## config.mk

```make
export PLATFORM = sky130hd
export DESIGN_NAME = sad_result_collector_flat
export DESIGN_NICKNAME = d
export VERILOG_FILES = /design/src/rtl/sad_pkg.sv /design/src/rtl/sad_result_collector_if.sv /design/src/rtl/sad_result_fifo.sv /design/src/rtl/sad_result_collector.sv /design/src/flat_wrapper.sv
export SDC_FILE = /design/constraint.sdc
export NUM_CORES = 1
export LEC_CHECK = 0
export CAP_MARGIN = 0
export CORE_MARGIN = 2
export CORE_UTILIZATION = 40
export CTS_BUF_LIST = sky130_fd_sc_hd__clkbuf_16
export DETAILED_ROUTE_END_ITERATION = 10
export PLACE_DENSITY_LB_ADDON = 0.15
export SYNTH_ARGS = -nofsm -noshare
export SYNTH_HDL_FRONTEND = slang
export SYNTH_SLANG_ARGS = --single-unit
```

## constraint.sdc

```tcl
create_clock -name clk -period 6.59 [get_ports clk]
set_input_delay 0.659 -clock clk [delete_from_list [all_inputs] [get_ports clk]]
set_output_delay 0.659 -clock clk [all_outputs]
set_load 0.03 [all_outputs]
```

## src/rtl/sad_pkg.sv

```systemverilog
// Shared types and constants for the SAD result collector.
// Optional threshold statistics are enabled with SAD_COLLECT_THRESH_EN.
package sad_pkg;
  localparam int SAD_W          = 32;
  localparam int IDX_W          = 7;
  localparam int NUM_BLOCKS_MAX = 128;
  // Counts run 0..NUM_BLOCKS_MAX inclusive, so one extra bit over the index.
  localparam int CNT_W          = $clog2(NUM_BLOCKS_MAX) + 1;

  localparam logic [SAD_W-1:0] SAD_MAX = '1;

  typedef enum logic [1:0] {IDLE = 2'd0, RUN = 2'd1, FIN = 2'd2} ctl_state_t;
  typedef enum logic       {W_IDLE = 1'b0, W_REQ = 1'b1} wr_state_t;

  typedef struct packed {
    logic [IDX_W-1:0] idx;
    logic [SAD_W-1:0] sad;
  } sad_entry_t;
endpackage

```

## src/rtl/sad_result_collector_if.sv

```systemverilog
// Handshake, memory and status bundle of the SAD result collector.
// SAD_COLLECT_THRESH_EN adds thresh / hit_count / hit.
interface sad_result_collector_if;
  import sad_pkg::*;

  logic             start;
  logic [CNT_W-1:0] num_blocks;
  logic             in_valid;
  logic [SAD_W-1:0] in_sad;
  logic [IDX_W-1:0] in_idx;
  logic             in_ready;
  logic [IDX_W-1:0] o_addr;
  logic [SAD_W-1:0] o_data;
  logic             o_rw;
  logic             o_en;
  logic             o_ack;
  logic             busy;
  logic             done;
  logic [SAD_W-1:0] best_sad;
  logic [IDX_W-1:0] best_idx;
`ifdef SAD_COLLECT_THRESH_EN
  logic [SAD_W-1:0] thresh;
  logic [7:0]       hit_count;
  logic             hit;

  modport slave (input  start, num_blocks, in_valid, in_sad, in_idx, o_ack, thresh,
                 output in_ready, o_addr, o_data, o_rw, o_en, busy, done,
                        best_sad, best_idx, hit_count, hit);
  modport master (output start, num_blocks, in_valid, in_sad, in_idx, o_ack, thresh,
                  input  in_ready, o_addr, o_data, o_rw, o_en, busy, done,
                         best_sad, best_idx, hit_count, hit);
`else
  modport slave (input  start, num_blocks, in_valid, in_sad, in_idx, o_ack,
                 output in_ready, o_addr, o_data, o_rw, o_en, busy, done,
                        best_sad, best_idx);
  modport master (output start, num_blocks, in_valid, in_sad, in_idx, o_ack,
                  input  in_ready, o_addr, o_data, o_rw, o_en, busy, done,
                         best_sad, best_idx);
`endif
endinterface

```

## src/rtl/sad_result_fifo.sv

```systemverilog
// Small synchronous FIFO buffering {idx, sad} results ahead of the memory writer.
// DEPTH must be a power of two so the pointers wrap naturally.
module sad_result_fifo #(
  parameter int DEPTH = 4,
  parameter int WIDTH = 39
) (
  input  logic                     clk,
  input  logic                     rst_n,
  input  logic                     push,
  input  logic                     pop,
  input  logic [WIDTH-1:0]         wdata,
  output logic [WIDTH-1:0]         rdata,
  output logic                     full,
  output logic                     empty,
  output logic [$clog2(DEPTH):0]   count
);
  localparam int PW = $clog2(DEPTH);

  logic [WIDTH-1:0] mem [DEPTH];
  logic [PW-1:0]    wptr, rptr;
  logic             do_push, do_pop;

  assign do_push = push && !full;
  assign do_pop  = pop && !empty;
  assign full    = count[PW];
  assign empty   = (count == '0);
  assign rdata   = mem[rptr];

  // Storage array; contents need no reset, the count qualifies them.
  always_ff @(posedge clk)
    if (do_push) mem[wptr] <= wdata;

  // Pointer and occupancy bookkeeping.
  always_ff @(posedge clk or negedge rst_n)
    if (!rst_n) begin
      wptr  <= '0;
      rptr  <= '0;
      count <= '0;
    end else begin
      if (do_push) wptr <= wptr + 1'b1;
      if (do_pop)  rptr <= rptr + 1'b1;
      count <= count + (PW+1)'(do_push) - (PW+1)'(do_pop);
    end
endmodule

```

## src/rtl/sad_result_collector.sv

```systemverilog
// Collects per-block SAD results, writes them to result memory and reports
// the best (minimum) match once every block of the frame has been stored.
// SAD_COLLECT_THRESH_EN adds a below-threshold hit counter and flag.
module sad_result_collector
  import sad_pkg::*;
#(
  parameter int FIFO_DEPTH = 4
) (
  input  logic                   clk,
  input  logic                   rst_n,
  sad_result_collector_if.slave  bus
);
  localparam int FCW = $clog2(FIFO_DEPTH) + 1;

  ctl_state_t       state;
  wr_state_t        wstate;
  logic [CNT_W-1:0] nb_q, acc_cnt, wr_cnt, acc_nxt;
  logic [FCW-1:0]   f_cnt, f_cnt_nxt;
  logic             accept, bypass, push, pop, wr_done, f_full, f_empty;
  sad_entry_t       in_ent, head;

  assign accept    = bus.in_valid && bus.in_ready;
  // An idle writer with nothing queued takes the result straight from the input,
  // so the request goes out the cycle after the accept edge.
  assign bypass    = accept && (wstate == W_IDLE) && f_empty;
  assign push      = accept && !bypass && !f_full;
  assign pop       = (wstate == W_IDLE) && !f_empty;
  assign wr_done   = (wstate == W_REQ) && bus.o_ack;
  assign in_ent    = {bus.in_idx, bus.in_sad};
  assign f_cnt_nxt = f_cnt + FCW'(push) - FCW'(pop);
  assign acc_nxt   = acc_cnt + CNT_W'(accept);

  sad_result_fifo #(.DEPTH(FIFO_DEPTH), .WIDTH($bits(sad_entry_t))) u_fifo (
    .clk   (clk),
    .rst_n (rst_n),
    .push  (push),
    .pop   (pop),
    .wdata (in_ent),
    .rdata (head),
    .full  (f_full),
    .empty (f_empty),
    .count (f_cnt)
  );

  // Frame control: counters, minimum tracking, ready and status outputs.
  // in_ready looks at next-cycle occupancy/count so it never over-accepts.
  always_ff @(posedge clk or negedge rst_n)
    if (!rst_n) begin
      state        <= IDLE;
      nb_q         <= '0;
      acc_cnt      <= '0;
      wr_cnt       <= '0;
      bus.in_ready <= 1'b0;
      bus.busy     <= 1'b0;
      bus.done     <= 1'b0;
      bus.best_sad <= SAD_MAX;
      bus.best_idx <= '0;
    end else begin
      bus.done <= 1'b0;
      if (accept)  acc_cnt <= acc_nxt;
      if (wr_done) wr_cnt  <= wr_cnt + 1'b1;
      if (accept && (bus.in_sad < bus.best_sad)) begin
        bus.best_sad <= bus.in_sad;
        bus.best_idx <= bus.in_idx;
      end
      case (state)
        IDLE: if (bus.start) begin
          nb_q         <= bus.num_blocks;
          acc_cnt      <= '0;
          wr_cnt       <= '0;
          bus.best_sad <= SAD_MAX;
          bus.best_idx <= '0;
          bus.busy     <= 1'b1;
          if (bus.num_blocks == '0) begin
            state <= FIN;
          end else begin
            state        <= RUN;
            bus.in_ready <= 1'b1;
          end
        end
        RUN: if (wr_cnt == nb_q) begin
          state        <= FIN;
          bus.in_ready <= 1'b0;
        end else begin
          bus.in_ready <= (f_cnt_nxt < FCW'(FIFO_DEPTH)) && (acc_nxt < nb_q);
        end
        FIN: begin
          bus.done <= 1'b1;
          bus.busy <= 1'b0;
          state    <= IDLE;
        end
        default: state <= IDLE;
      endcase
    end

  // Memory writer: one request at a time, held stable until acknowledged.
  always_ff @(posedge clk or negedge rst_n)
    if (!rst_n) begin
      wstate     <= W_IDLE;
      bus.o_en   <= 1'b0;
      bus.o_rw   <= 1'b0;
      bus.o_addr <= '0;
      bus.o_data <= '0;
    end else begin
      case (wstate)
        W_IDLE: if (!f_empty) begin
          bus.o_addr <= head.idx;
          bus.o_data <= head.sad;
          bus.o_en   <= 1'b1;
          bus.o_rw   <= 1'b1;
          wstate     <= W_REQ;
        end else if (accept) begin
          bus.o_addr <= bus.in_idx;
          bus.o_data <= bus.in_sad;
          bus.o_en   <= 1'b1;
          bus.o_rw   <= 1'b1;
          wstate     <= W_REQ;
        end
        W_REQ: if (bus.o_ack) begin
          bus.o_en <= 1'b0;
          bus.o_rw <= 1'b0;
          wstate   <= W_IDLE;
        end
        default: wstate <= W_IDLE;
      endcase
    end

`ifdef SAD_COLLECT_THRESH_EN
  // Below-threshold statistics over accepted results, cleared on Start.
  always_ff @(posedge clk or negedge rst_n)
    if (!rst_n) begin
      bus.hit_count <= '0;
      bus.hit       <= 1'b0;
    end else if ((state == IDLE) && bus.start) begin
      bus.hit_count <= '0;
      bus.hit       <= 1'b0;
    end else if (accept && (bus.in_sad < bus.thresh)) begin
      bus.hit_count <= bus.hit_count + 1'b1;
      bus.hit       <= 1'b1;
    end
`endif
endmodule

```

## src/flat_wrapper.sv

```systemverilog
// flat-port wrapper written by rule: the top's interface ports become plain ports
module sad_result_collector_flat import sad_pkg::*;
#(
  parameter int FIFO_DEPTH = 4
)
  (clk, rst_n, bus_start, bus_num_blocks, bus_in_valid, bus_in_sad, bus_in_idx, bus_o_ack, bus_in_ready, bus_o_addr, bus_o_data, bus_o_rw, bus_o_en, bus_busy, bus_done, bus_best_sad, bus_best_idx);
  sad_result_collector_if bus_i ();
  input  logic clk;
  input  logic rst_n;
  input wire logic [$bits(bus_i.start)-1:0] bus_start;
  input wire logic [$bits(bus_i.num_blocks)-1:0] bus_num_blocks;
  input wire logic [$bits(bus_i.in_valid)-1:0] bus_in_valid;
  input wire logic [$bits(bus_i.in_sad)-1:0] bus_in_sad;
  input wire logic [$bits(bus_i.in_idx)-1:0] bus_in_idx;
  input wire logic [$bits(bus_i.o_ack)-1:0] bus_o_ack;
  output wire logic [$bits(bus_i.in_ready)-1:0] bus_in_ready;
  output wire logic [$bits(bus_i.o_addr)-1:0] bus_o_addr;
  output wire logic [$bits(bus_i.o_data)-1:0] bus_o_data;
  output wire logic [$bits(bus_i.o_rw)-1:0] bus_o_rw;
  output wire logic [$bits(bus_i.o_en)-1:0] bus_o_en;
  output wire logic [$bits(bus_i.busy)-1:0] bus_busy;
  output wire logic [$bits(bus_i.done)-1:0] bus_done;
  output wire logic [$bits(bus_i.best_sad)-1:0] bus_best_sad;
  output wire logic [$bits(bus_i.best_idx)-1:0] bus_best_idx;
  assign bus_i.start = bus_start;
  assign bus_i.num_blocks = bus_num_blocks;
  assign bus_i.in_valid = bus_in_valid;
  assign bus_i.in_sad = bus_in_sad;
  assign bus_i.in_idx = bus_in_idx;
  assign bus_i.o_ack = bus_o_ack;
  assign bus_in_ready = bus_i.in_ready;
  assign bus_o_addr = bus_i.o_addr;
  assign bus_o_data = bus_i.o_data;
  assign bus_o_rw = bus_i.o_rw;
  assign bus_o_en = bus_i.o_en;
  assign bus_busy = bus_i.busy;
  assign bus_done = bus_i.done;
  assign bus_best_sad = bus_i.best_sad;
  assign bus_best_idx = bus_i.best_idx;
  sad_result_collector #(.FIFO_DEPTH(FIFO_DEPTH)) u_core (.clk(clk), .rst_n(rst_n), .bus(bus_i));
endmodule
```

==> run metrics <==
outcome finished, final reports clean; Resize count post-CTS 0; post-route setup TNS 0 ns; Tcrit/Tclk final 0.491; overall routing resource usage 0.175; CTS HTree Levels 1; GPL Wtd Cong 0.801; Clk network pwr share 0.242; Seq pwr share 0.369; fin nets 1115; global-route wire length before repair 42300 µm; Die W 177 µm; fraction of layout cells with a size suffix above 1 0.141; Syn Std Cell Area 12000 µm²; RSZ-0062 raised after global routing false; Int Power 4.55 mW; VDD IR max 0.213 mV; Via density 4.98; initial core utilization 0.406; placed cells 1371; maxcap violations 0; Routed Antenna Nets 0; Netlist cell types 39; Crit Path Category in -> reg; Yosys top cell by area edfxtp_1; Die ar. 31400 µm²; Vias 7112; antenna violations before repair 0; Max transition margin 0.358; drt first pass iters 5; post-synth top area share 0.391; Psw 2.57 mW; Max Root-Sink Buffers 3; Crit. End Element register; FF+latch count, synth 272; io pins 135; hold buffer count at cts 0; worst skew pair latency 0.54 ns; PD cells 481 nW/µm²; f_max 309 MHz; grt total ovfl 0; syn nets 976; die height 177 µm; top cells by area, synth edfxtp_1 (39%), dfrtp_1 (18%), mux4_2 (7.3%), dfstp_2 (7.0%), mux2i_1 (6.6%); Crit Path Max Fanout 24; Max Slew Vio Count 0; clock skew 0.00919 ns; PortBufs 134; Hold Path Class in -> async; Clock Tree Root clkbuf_16; Combinational Power Share 0.389; Finish-stage setup viols 0; largest net degree at the start of global routing 82; DR iter-0 viols 501; Residual DRC 0; Worst-path clk slew 0.06 ns; Site Rows 63; final core utilization 0.501; CP Launch Type input pin; Total Wirelength 26600 µm; Net Sw Frac 0.361; Final Instance Count excl. Fillers 1428; WP data arrival 3.70 ns; via count of the first global-routing pass 7317; Static Leak 5.84 nW; Seq/Total Area, Yosys 0.636; hpwl dp 17200 µm; clock net sink count 272; Mapped Cells 874; Fin. Hold Viols 0; average wire per standard cell 18.6 µm; Core ar. 29600 µm²; worst reg-to-reg setup slack 3.47 ns; min Tclk post-route 3.24 ns; postcts setup bufs 0; syn avg cell area 13.7 µm²; Worst Path Required 7.06 ns; total power 7.12 mW; CTS tree yes; Warnings, synthesis 0; Num CTS Buffers 30; P&R area growth vs syn 23.5%; worst slew pin tran 0.963 ns
placed cells by master (no fill, tap or decap), types with 39 or more instances in the layout:
cell,synthesis,layout
nor2_1,90,89
ha_1,49,49
o21ai_0,58,58
dfrtp_1,84,82
inv_1,52,55
nand2_1,87,86
clkdlybuf4s50_1,0,133
edfxtp_1,156,156
mux4_2,39,39
mux2i_1,79,79
metrics by stage:
| step | setup WS [ns] | area [µm²] | hold slack (ns) |
|---|---|---|---|
| 2_1_floorplan | 3.77 | 12000 | 0.363 |
| 3_3_place_gp | 2.82 | 13800 | 0.462 |
| 3_5_place_dp | 2.76 | 13800 | 0.470 |
| 4_1_cts | 3.35 | 14800 | 0.290 |
| 5_1_grt | 3.15 | 14800 | 0.327 |
| 6_report | 3.35 | 14800 | 0.265 |
flip-flops by register name, summed over array words and instances (netlist names):
name and count:
u_core.u_fifo.count 3, u_core.acc_cnt 8, u_core.bus.busy 1, u_core.u_fifo.wptr 2, u_core.bus.done 1, u_core.u_fifo.mem 156
u_core.bus.o_addr 7, u_core.bus.o_data 32, u_core.wstate 1, u_core.bus.o_rw 1, u_core.u_fifo.rptr 2, u_core.wr_cnt 8
u_core.nb_q 8, u_core.bus.in_ready 1, u_core.state 2, u_core.bus.best_sad 32, u_core.bus.best_idx 7
worst max-delay path: stages:
cell and delay [ns]:
clkdlybuf4s50_1 0.61, ha_1 0.30, a21oi_1 0.12, o21ai_0 0.16, a222oi_1 0.39, or4b_1 0.52, nor3_4 0.21, buf_4 0.45
mux2i_1 0.26
path summary, 6_finish.rpt:
path / startpoint / to / depth (start not counted)
min: rst_n / u_core.bus.o_data[19]$_DFFE_PN0P_ / 1
max: bus_in_sad[19] / u_core.bus.best_sad[13]$_DFF_PN1_ / 9
min reg2reg: u_core.bus.o_data[12]$_DFFE_PN0P_ / u_core.bus.o_data[12]$_DFFE_PN0P_ / 2
max reg2reg: u_core.bus.best_sad[17]$_DFF_PN1_ / u_core.bus.best_sad[13]$_DFF_PN1_ / 9
max in group asynchronous: rst_n / u_core.u_fifo.rptr[1]$_DFFE_PN0P_ / 2
min in group clk: u_core.bus.o_data[12]$_DFFE_PN0P_ / u_core.bus.o_data[12]$_DFFE_PN0P_ / 2
final cells by class:
cell class	instances	area, µm²
Clock buffer	31	776
Antenna cell	1	2.50
Tap cell	390	488
Inverter	52	195
Sequential cell	272	7630
Fill cell	2567	14800
Timing Repair Buffer	147	1440
Multi-Input combinational cell	510	4030
Clock inverter	25	253
metal layers:
layer  part of all wire  up-vias  GRT usage
met5                  0        -          0
met4              0.019        0     0.0427
met3              0.049       39     0.0288
met2               0.48      139      0.294
met1               0.45     3526      0.237
li1                   -     3408          -
cells in the mapped netlist:
| library cell | number |
|---|---|
| nor3_2 | 1 |
| a31oi_1 | 1 |
| a21oi_1 | 18 |
| nor2b_1 | 3 |
| xnor2_1 | 19 |
| nand2b_1 | 2 |
| mux4_2 | 39 |
| a211oi_1 | 1 |
| buf_4 | 2 |
| or4_1 | 2 |
| nor4_1 | 1 |
| ha_1 | 49 |
| and3_1 | 2 |
| a21o_1 | 8 |
| nor3_1 | 7 |
| a221oi_1 | 1 |
| or2_2 | 2 |
| nand3_1 | 7 |
| inv_1 | 52 |
| nor2_1 | 90 |
| clkbuf_1 | 30 |
| dfrtp_1 | 84 |
| and2_1 | 6 |
| fa_1 | 1 |
| mux2i_1 | 79 |
| nand2_1 | 87 |
| buf_6 | 1 |
| o21ai_0 | 58 |
| and4_1 | 3 |
| edfxtp_1 | 156 |
| buf_2 | 2 |
| dfstp_2 | 32 |
| a222oi_1 | 1 |
| or4b_1 | 1 |
| o32ai_1 | 1 |
| or3_1 | 2 |
| buf_1 | 5 |
| nand4_1 | 6 |
| xor2_1 | 12 |
power groups by stage:
stage	clock (mW)	combinational (mW)	sequential (mW)
6_report	1.72	2.77	2.63
5_1_grt	1.84	3.06	2.69
4_1_cts	1.76	2.82	2.64
3_5_place_dp	0	2.81	2.67
3_3_place_gp	0	2.78	2.67
2_1_floorplan	0	1.43	3.02
logic make-up after synthesis:
kind of cell / count (synthesis) / synth area share
muxes: 118 / 0.139
DFF: 272 / 0.636
buffers and inverters: 92 / 0.0303
AOI/OAI and AO/OA: 89 / 0.0402
adders and majority gates: 50 / 0.0528
xor gates and xnor gates: 31 / 0.0226
and+or+nand+nor: 222 / 0.0789
Note: power is estimated with default switching activity, not from simulation.
